==> src/rtl/pcie_mem_arbiter.sv <==
// rtl/pcie_mem_arbiter.sv - two-requester round-robin arbiter for the BAR memory port
// Grants whole bursts and routes each response to its issuer through an in-order owner FIFO.
module pcie_mem_arbiter #(
    parameter int OUTSTANDING = 4
) (
    input  logic        i_clk,
    input  logic        i_rst,

    input  logic        i_req0_mem_valid,
    output logic        o_req0_mem_ready,
    input  logic        i_req0_mem_64,
    input  logic        i_req0_mem_write,
    input  logic [9:0]  i_req0_mem_bytes,
    input  logic [12:0] i_req0_mem_addr,
    input  logic [7:0]  i_req0_mem_strob,
    input  logic [63:0] i_req0_mem_data,
    input  logic        i_req0_mem_last,
    output logic [63:0] o_resp0_mem_data,
    output logic        o_resp0_mem_valid,
    output logic        o_resp0_mem_fault,
    input  logic        i_resp0_mem_ready,

    input  logic        i_req1_mem_valid,
    output logic        o_req1_mem_ready,
    input  logic        i_req1_mem_64,
    input  logic        i_req1_mem_write,
    input  logic [9:0]  i_req1_mem_bytes,
    input  logic [12:0] i_req1_mem_addr,
    input  logic [7:0]  i_req1_mem_strob,
    input  logic [63:0] i_req1_mem_data,
    input  logic        i_req1_mem_last,
    output logic [63:0] o_resp1_mem_data,
    output logic        o_resp1_mem_valid,
    output logic        o_resp1_mem_fault,
    input  logic        i_resp1_mem_ready,

    input  logic        i_req_mem_ready,
    output logic        o_req_mem_valid,
    output logic        o_req_mem_64,
    output logic        o_req_mem_write,
    output logic [9:0]  o_req_mem_bytes,
    output logic [12:0] o_req_mem_addr,
    output logic [7:0]  o_req_mem_strob,
    output logic [63:0] o_req_mem_data,
    output logic        o_req_mem_last,

    input  logic [63:0] i_resp_mem_data,
    input  logic        i_resp_mem_valid,
    input  logic        i_resp_mem_fault,
    output logic        o_resp_mem_ready,

    output logic        o_err_unexpected
);
    localparam int PW = $clog2(OUTSTANDING);
    localparam int CW = PW + 1;

    typedef enum logic [1:0] {IDLE, GRANT0, GRANT1} state_t;

    state_t          state;
    logic            last_winner;
    logic            owner_fifo [OUTSTANDING];
    logic [PW-1:0]   wr_ptr;
    logic [PW-1:0]   rd_ptr;
    logic [CW-1:0]   count;

    logic full;
    logic empty;
    logic head;
    logic push;
    logic pop;
    logic pick;

    assign full  = (count == CW'(OUTSTANDING));
    assign empty = (count == '0);
    assign head  = owner_fifo[rd_ptr];
    // On a tie the requester that did not win last time gets the port.
    assign pick  = (i_req0_mem_valid && i_req1_mem_valid) ? ~last_winner : i_req1_mem_valid;

    always_comb begin
        o_req_mem_valid  = 1'b0;
        o_req_mem_64     = 1'b0;
        o_req_mem_write  = 1'b0;
        o_req_mem_bytes  = '0;
        o_req_mem_addr   = '0;
        o_req_mem_strob  = '0;
        o_req_mem_data   = '0;
        o_req_mem_last   = 1'b0;
        o_req0_mem_ready = 1'b0;
        o_req1_mem_ready = 1'b0;
        case (state)
            GRANT0: begin
                o_req_mem_valid  = i_req0_mem_valid & ~full;
                o_req0_mem_ready = i_req_mem_ready & ~full;
                o_req_mem_64     = i_req0_mem_64;
                o_req_mem_write  = i_req0_mem_write;
                o_req_mem_bytes  = i_req0_mem_bytes;
                o_req_mem_addr   = i_req0_mem_addr;
                o_req_mem_strob  = i_req0_mem_strob;
                o_req_mem_data   = i_req0_mem_data;
                o_req_mem_last   = i_req0_mem_last;
            end
            GRANT1: begin
                o_req_mem_valid  = i_req1_mem_valid & ~full;
                o_req1_mem_ready = i_req_mem_ready & ~full;
                o_req_mem_64     = i_req1_mem_64;
                o_req_mem_write  = i_req1_mem_write;
                o_req_mem_bytes  = i_req1_mem_bytes;
                o_req_mem_addr   = i_req1_mem_addr;
                o_req_mem_strob  = i_req1_mem_strob;
                o_req_mem_data   = i_req1_mem_data;
                o_req_mem_last   = i_req1_mem_last;
            end
            default: ;
        endcase
    end

    always_comb begin
        o_resp0_mem_valid = 1'b0;
        o_resp0_mem_data  = '0;
        o_resp0_mem_fault = 1'b0;
        o_resp1_mem_valid = 1'b0;
        o_resp1_mem_data  = '0;
        o_resp1_mem_fault = 1'b0;
        o_resp_mem_ready  = 1'b1;
        // With nothing outstanding, responses are swallowed and flagged.
        if (!empty) begin
            if (head) begin
                o_resp1_mem_valid = i_resp_mem_valid;
                o_resp1_mem_data  = i_resp_mem_data;
                o_resp1_mem_fault = i_resp_mem_fault;
                o_resp_mem_ready  = i_resp1_mem_ready;
            end else begin
                o_resp0_mem_valid = i_resp_mem_valid;
                o_resp0_mem_data  = i_resp_mem_data;
                o_resp0_mem_fault = i_resp_mem_fault;
                o_resp_mem_ready  = i_resp0_mem_ready;
            end
        end
    end

    assign push = o_req_mem_valid & i_req_mem_ready;
    assign pop  = ~empty & i_resp_mem_valid & o_resp_mem_ready;

    always_ff @(posedge i_clk) begin
        if (i_rst) begin
            state            <= IDLE;
            last_winner      <= 1'b1;
            wr_ptr           <= '0;
            rd_ptr           <= '0;
            count            <= '0;
            o_err_unexpected <= 1'b0;
        end else begin
            case (state)
                IDLE: begin
                    if ((i_req0_mem_valid || i_req1_mem_valid) && !full) begin
                        last_winner <= pick;
                        state       <= pick ? GRANT1 : GRANT0;
                    end
                end
                GRANT0, GRANT1: begin
                    if (push && o_req_mem_last)
                        state <= IDLE;
                end
                default: state <= IDLE;
            endcase

            if (push) begin
                owner_fifo[wr_ptr] <= (state == GRANT1);
                wr_ptr             <= wr_ptr + PW'(1);
            end
            if (pop)
                rd_ptr <= rd_ptr + PW'(1);
            case ({push, pop})
                2'b10:   count <= count + CW'(1);
                2'b01:   count <= count - CW'(1);
                default: count <= count;
            endcase

            if (empty && i_resp_mem_valid)
                o_err_unexpected <= 1'b1;
        end
    end
endmodule

==> config.mk <==
export PLATFORM = sky130hd
export DESIGN_NAME = pcie_mem_arbiter
export DESIGN_NICKNAME = d
export VERILOG_FILES = /design/src/rtl/pcie_mem_arbiter.sv
export SDC_FILE = /design/constraint.sdc
export NUM_CORES = 1
export LEC_CHECK = 0
export ABC_CLOCK_PERIOD_IN_PS = 4100
export CORE_AREA = 2 2 197 199
export DETAILED_ROUTE_END_ITERATION = 8
export DIE_AREA = 0 0 199 201
export PLACE_DENSITY = 0.37
export SLEW_MARGIN = 0
export SYNTH_ARGS = -nofsm -noshare
export SYNTH_HDL_FRONTEND = slang
export SYNTH_SLANG_ARGS = --single-unit
==> constraint.sdc <==
create_clock -name i_clk -period 4.1 [get_ports i_clk]
set_input_delay 0.41 -clock i_clk [delete_from_list [all_inputs] [get_ports i_clk]]
set_output_delay 0.41 -clock i_clk [all_outputs]
set_load 0.03 [all_outputs]
### Word level (Yosys, flattened, before mapping)

Memory sizes are Yosys's and may differ from the RTL's. A register that Yosys moved wholly into a read port is not among the register bits.
Cells that the tools add are included.

| word-level totals | value |
|---|---|
| input port bits | 269 |
| bits in registers | 11 |
| RAM bits | 4 |
| memories kept | 1 |

| cells by class | value |
|---|---|
| bitwise gates (word level) | 9 |
| equal/unequal tests | 7 |
| add/subtract/negate cells | 4 |
| muxes and demuxes | 35 |
| reduce and logical (&&, ||, !) cells | 12 |

Memory list:

| name | words | width | read ports | clocked after memory_dff | wr ports | line | source |
|---|---|---|---|---|---|---|---|
| owner_fifo | 4 | 1 | 1 | 1 | 1 | 61 | `logic owner_fifo [OUTSTANDING];` |

Operators by type and width:

| cell | count |
|---|---|
| $mux 64 | 4 |
| $pmux 64 s2 | 1 |
| $pmux 13 s2 | 1 |
| $pmux 10 s2 | 1 |
| $mux 1 | 16 |
| $pmux 8 s2 | 1 |
| $mux 2 | 5 |
| $pmux 1 s2 | 4 |
| $and 1x1->1 | 6 |
| $pmux 3 s2 | 1 |
| $add 2x1->2 const B | 2 |
| $eq 2x1->1 const B | 2 |
| $eq 2x2->1 const B | 2 |
| $logic_and 1x1->1 | 4 |
| $ne 2x2->1 const B | 2 |
| $pmux 2 s2 | 1 |
| $reduce_and 2->1 | 2 |
| $add 3x1->3 const B | 1 |
| $eq 3x3->1 const B | 1 |
| $logic_not 3->1 | 1 |
| $not 1->1 | 3 |
| $sub 3x1->3 const B | 1 |
| $logic_not 2->1 | 1 |
| $reduce_bool 2->1 | 1 |
| other kinds (3) | 3 |

### Logic depth before layout (Yosys ltp)

Gate-level depths: netlist of the first run.

| depth | value |
|---|---|
| word-level depth | 8 |
| mapped depth | 9 |
| mapped depth without buffers | 9 |

### Worst setup path before layout of the first run

OpenSTA, ideal clock, no wires.

| timing | value |
|---|---|
| path kind | reg2reg |
| from | register (tool-made name) |
| to | register count[2] |
| library setup time | 71 ps |
| clock period less this slack | 2421 ps |
| cell stages (with the launch flop) | 9 |
| path buffers | 0 |
| slack | 1679 ps |
| data arrival time | 2350 ps |
| required time | 4029 ps |
| path through | dfxtp_1 mux4_2 mux2i_2 nor2_1 ha_1 fa_1 xnor2_1 or3_1 a21oi_1 |

RTL lines:

| item | line | source |
|---|---|---|
| end signal, assigned | 174 | `2'b10: count <= count + CW'(1);` |
| end signal, assigned | 175 | `2'b01: count <= count - CW'(1);` |
| end signal, assigned | 176 | `default: count <= count;` |
| end, declared | 64 | `logic [CW-1:0] count;` |

### Worst setup path after layout of the first run

| timing | value |
|---|---|
| from | register count[0] |
| to | output o_resp1_mem_data[26] |

| between the ends | value |
|---|---|
| word-level cells in the longest chain between the ends | 2 |

RTL lines:

| item | line | source |
|---|---|---|
| $logic_not 3->1 | 74 | `assign empty = (count == '0);` |
| $mux 64 | 126 | `if (!empty) begin` |
| end, declared | 32 | `output logic [63:0] o_resp1_mem_data,` |

Every way passes these cells.

==> flow_metrics.tcl, run 1 <==
set metrics [dict create \
    seqPwrFrac 0.065 \
    hp-class "reg2reg" \
    finalCritPeriodShare 0.800 \
    clock_skew_ns 0.000973 \
    synth_edf_count 4 \
    synth_top_area_cell "a22oi_1" \
    drc 0 \
    clock_latency_ns 0.25 \
    setup_viol 0 \
    peakVddDrop_mv 0.255 \
    avgSynthCellArea_um2 6.00 \
    vias_per_cell 3.72 \
    crit_start "count[0]" \
    core_um2 38100 \
    ant_nets 0 \
    ys_seq_elements 17 \
    grt_pass1_wl_um 39600 \
    period_needed_ns 3.28 \
    antenna_found_initial 5 \
    diodes 0 \
    grt-ovfl-total 0 \
    pwr-share-comb 0.875 \
    initial_core_util 0.0851 \
    finalSetupTns_ns 0 \
    cts_max_path_buffers 2 \
    cts_buffers 3 \
    die-area_um2 40000 \
    hold_start "last_winner" \
    cp.arrival_ns 2.87 \
    die_h_um 201 \
    power.leakage_nw 2.86 \
    syn_inst 540 \
    cts_hold_buf 0 \
    routedWlPerCell_um 19.2 \
    post_cts_buffers 0 \
    io_pins 504 \
    grt_use_total 0.135 \
    vias 5641 \
    worst_hold_slack_ns 0.489 \
    syn-cell-area_um2 3240 \
    layout.nets 1277 \
    seq_area_frac_synth 0.117 \
    timing.rr.start "state[0]" \
    grt_max_degree 74 \
    max_freq_mhz 305 \
    areaGrowthSynthToFinish_pct 175 \
    p_switching_w 0.00176 \
    slew_headroom 0.512 \
    critPathKind "reg2out" \
    layout_commonest_cell "clkdlybuf4s50_1" \
    num_rows 72 \
    numPortBuffers 503 \
    drt_wl_total_um 29100 \
    p_per_area_nw_per_um2 366 \
    end_kind "primary output" \
    final_cell_mix "clkdlybuf4s50_1 (503), nor2_1 (141), nor2b_1 (99), a22oi_1 (98), nand2_1 (67)" \
    status "complete, no violations" \
    synth_top_area_frac 0.227 \
    synth_cell_types 37 \
    path_max_fanout 27 \
    finalPower_w 0.00327 \
    required_ns 3.69 \
    slew_violations 0 \
    final-hold-violation-count 0 \
    critPathLaunchType "flip-flop" \
    cts_tree "built" \
    first_pass_iters 4 \
    gp_congestion 0.770 \
    syn_nets 818 \
    yosysWarnings 0 \
    synthTopCellsByArea "a22oi_1 (23%), nor2b_1 (19%), nor2_1 (16%), dfxtp_1 (8.0%), nand2_1 (7.8%)" \
    p_int_w 0.00151 \
    worst_pin_slew_ns 0.732 \
    dpl.hpwl_um 24900 \
    synth-async-reset-ratio 0 \
    drive_above_1_share 0.0240 \
    post_cts_resize_count 0 \
    die_x_um 199 \
    first_global_vias 5827 \
    synth-main-ff-cell "dfxtp_1" \
    rsz0062_at_grt "no" \
    numClockSinks 17 \
    cts_max_level 1 \
    cap_violations 0 \
    drtIter0Drc 184 \
    swShare 0.538 \
    cts.clk_slew.worst_paths_ns 0.05 \
    p_clk_frac 0.060 \
    cts-root-buf "clkbuf_16" \
]
through the flow:
stage,cells,cell area [um^2],worst slack (ns),utilization
floorplan,540,3240,1.68,-
global placement,1512,8830,1.04,0.232
detailed placement,1512,8830,1.04,0.232
CTS,1516,8910,0.772,0.234
global route,1516,8910,0.726,0.234
finish,1516,8910,0.819,0.234
path summary, 6_finish.rpt:
kind	end	slack, ns	cells past startpoint
setup / recovery	o_resp1_mem_data[26]	0.82	5
hold / removal	last_winner	0.49	2
setup reg to reg	count[2]	1.19	9
hold reg to reg	last_winner	0.49	2
critical path, stage by stage (launching register included):
cell and delay [ns]:
dfxtp_1 0.42, or3_2 0.51, buf_4 0.34, nand2_1 0.10, nor2_1 0.45, clkdlybuf4s50_1 0.79
layout make-up:
type / count / area, um^2
fill: 4296 / 29200
clock buffer: 3 / 75.1
clock inverter: 1 / 5.00
multi-input combinational: 462 / 2670
timing repair buffer: 511 / 5120
inverter: 4 / 15.0
sequential: 17 / 380
tap: 518 / 648
cell usage after synthesis (2+ instances only):
library cell / n
mux2_2: 2
inv_1: 4
a21oi_1: 5
o21ai_0: 2
or3_1: 3
buf_1: 8
nand2_1: 67
xnor2_1: 2
nand2b_1: 2
a21boi_0: 3
dfxtp_1: 13
and3_1: 3
ha_1: 8
nor2_1: 141
or2_2: 2
o32ai_1: 2
edfxtp_1: 4
and2_1: 4
a22oi_1: 98
mux2i_1: 4
nand3_1: 2
clkbuf_1: 48
nor2b_1: 99
logic make-up (layout without fill, tap and decap cells):
family / count (synthesis) / count (layout) / synth area share
AO/OA/AOI/OAI: 113 / 113 / 0.258
XOR/XNOR: 3 / 3 / 0.00811
adder cells (fa/ha/maj): 9 / 9 / 0.0371
buffers and inverters: 61 / 519 / 0.0710
flip-flops: 17 / 17 / 0.117
multiplexers: 9 / 9 / 0.0351
AND/OR/NAND/NOR: 328 / 328 / 0.473
power groups by stage:
| stage | Sequential [W] | Combinational [W] | Clock, W |
|---|---|---|---|
| 2_1_floorplan | 0.000212 | 0.00162 | 0 |
| 6_report | 0.000213 | 0.00286 | 0.000195 |
| 5_1_grt | 0.000217 | 0.00305 | 0.000210 |
| 4_1_cts | 0.000214 | 0.00292 | 0.000201 |
| 3_3_place_gp | 0.000216 | 0.00292 | 0 |
| 3_5_place_dp | 0.000217 | 0.00292 | 0 |
routing by layer:
metal / share of wire / track usage
met1: 0.34 / 0.127
met5: 0.0021 / 0
met3: 0.10 / 0.0447
met2: 0.53 / 0.270
met4: 0.027 / 0.0416
Power figures use the tool's default switching activity.
==> run 2, diff against run 1 <==
Settings changed: ABC_CLOCK_PERIOD_IN_PS 4100 to 3200, CORE_AREA 2 2 197 199 to 2 2 194 196, DIE_AREA 0 0 199 201 to 0 0 196 198, PLACE_DENSITY 0.37 to 0.38.
Clock period 4.1 ns to 3.2 ns, I/O delays scaled along.
==> flow_metrics.tcl, run 2 (same netlist as run 1, synthesis figures left out) <==
set metrics [dict create \
    status "complete, no violations" \
    die_x_um 196 \
    grt_use_total 0.132 \
    layout.nets 1279 \
    post_cts_buffers 0 \
    fin_cells 1474 \
    top_layer "met5" \
    post_cts_resize_count 0 \
    drt-met1-wl_um 10100 \
    final-hold-violation-count 0 \
    power.leakage_nw 2.89 \
    first_pass_iters 5 \
    slew_headroom 0.525 \
    drc 0 \
    grt_max_degree 103 \
    period_needed_ns 2.97 \
    p_switching_w 0.00220 \
    grt-ovfl-total 0 \
    max_freq_mhz 336 \
    cts_buffers 3 \
    dpl.hpwl_um 23500 \
    cts.clk_slew.worst_paths_ns 0.06 \
    vias_per_cell 3.83 \
    finalSetupTns_ns 0 \
    clock_latency_ns 0.25 \
    diodes 0 \
    hp-class "reg2reg" \
    pwr-share-comb 0.873 \
    drtIter0Drc 160 \
    io_pins 504 \
    end_kind "primary output" \
    setup_viol 0 \
    antenna_found_initial 8 \
    first_global_vias 5555 \
    die_h_um 198 \
    place_inst 1470 \
    cts_hold_buf 0 \
    numPortBuffers 503 \
    slew_violations 0 \
    layout_commonest_cell "clkdlybuf4s50_1" \
    dr_wl_met2_um 14400 \
    fill_cells 4148 \
    clock_skew_ns 0.00802 \
    areaGrowthSynthToFinish_pct 175 \
    drive_above_1_share 0.0290 \
    routedWlPerCell_um 18.8 \
    finalCritPeriodShare 0.930 \
    p_int_w 0.00199 \
    critPathKind "reg2out" \
    wl_met3_um 2800 \
    core_um2 37000 \
    cp.arrival_ns 2.65 \
    cts_max_level 1 \
    rsz0062_at_grt "no" \
    critPathLaunchType "flip-flop" \
    swShare 0.526 \
    ant_nets 0 \
    postLayoutCellArea_um2 8920 \
    grt_pass1_wl_um 38000 \
    num_rows 71 \
    placed_area_um2 8840 \
    drt_wl_total_um 27700 \
    p_clk_frac 0.062 \
    worst_pin_slew_ns 0.712 \
    vias 5651 \
    required_ns 2.88 \
    peakVddDrop_mv 0.391 \
    cts_max_path_buffers 2 \
    seqPwrFrac 0.065 \
    cap_violations 0 \
    cts_tree "built" \
    gp_congestion 0.754 \
    final_cell_mix "clkdlybuf4s50_1 (500), nor2_1 (141), nor2b_1 (99), a22oi_1 (98), nand2_1 (67)" \
    path_max_fanout 46 \
    initial_core_util 0.0877 \
    numClockSinks 17 \
    cts-root-buf "clkbuf_16" \
    p_per_area_nw_per_um2 470 \
    die-area_um2 38800 \
]
[run 2: path summary, 6_finish.rpt]
check,from,endpoint,slack (ns),cells after the start
setup / recovery,state[0],o_req_mem_addr[10],0.23,7
hold / removal,last_winner,last_winner,0.49,2
setup reg to reg,state[0],count[2],0.49,9
hold reg to reg,last_winner,last_winner,0.49,2
[run 2: metal layers]
layer  track usage  vias to the layer above
met5             0                        -
met4        0.0278                        8
met3        0.0491                       24
met2         0.254                      324
met1         0.137                     2552
li1              -                     2743
[run 2: layout make-up]
cell class | count | area [um^2] | share of cell area
Clock buffer | 3 | 75.1 | 0.00842
Clock inverter | 1 | 7.51 | 0.000842
Inverter | 4 | 15.0 | 0.00168
Multi-Input combinational cell | 462 | 2670 | 0.299
Sequential cell | 17 | 380 | 0.0426
Tap cell | 474 | 593 | 0.0665
Timing Repair Buffer | 513 | 5180 | 0.580
[run 2: critical path: stages, from the launching register on]
cell and delay (ns):
dfxtp_1 0.33, inv_1 0.15, ha_4 0.35, buf_12 0.24
buf_12 0.26, a22oi_1 0.14, nor2b_1 0.12, clkdlybuf4s50_1 0.76
[run 2: through the flow]
stage                      util  setup WS (ns)  power (W)  hold slack (ns)
after global placement    0.239          0.420    0.00401            0.480
after detailed placement  0.239          0.431    0.00400            0.478
after floorplan               -          0.779    0.00235            0.421
after CTS                 0.241          0.154    0.00427            0.492
final                     0.241          0.225    0.00419            0.486
after global routing      0.241         0.0798    0.00447            0.512
[run 2: power by group through the flow]
| stage | combinational [W] | clock, W | sequential [W] |
|---|---|---|---|
| finish | 0.00366 | 0.000261 | 0.000272 |
| global route | 0.00391 | 0.000280 | 0.000276 |
| CTS | 0.00373 | 0.000268 | 0.000273 |
| detailed placement | 0.00372 | 0 | 0.000278 |
| global placement | 0.00373 | 0 | 0.000277 |
| floorplan | 0.00207 | 0 | 0.000272 |
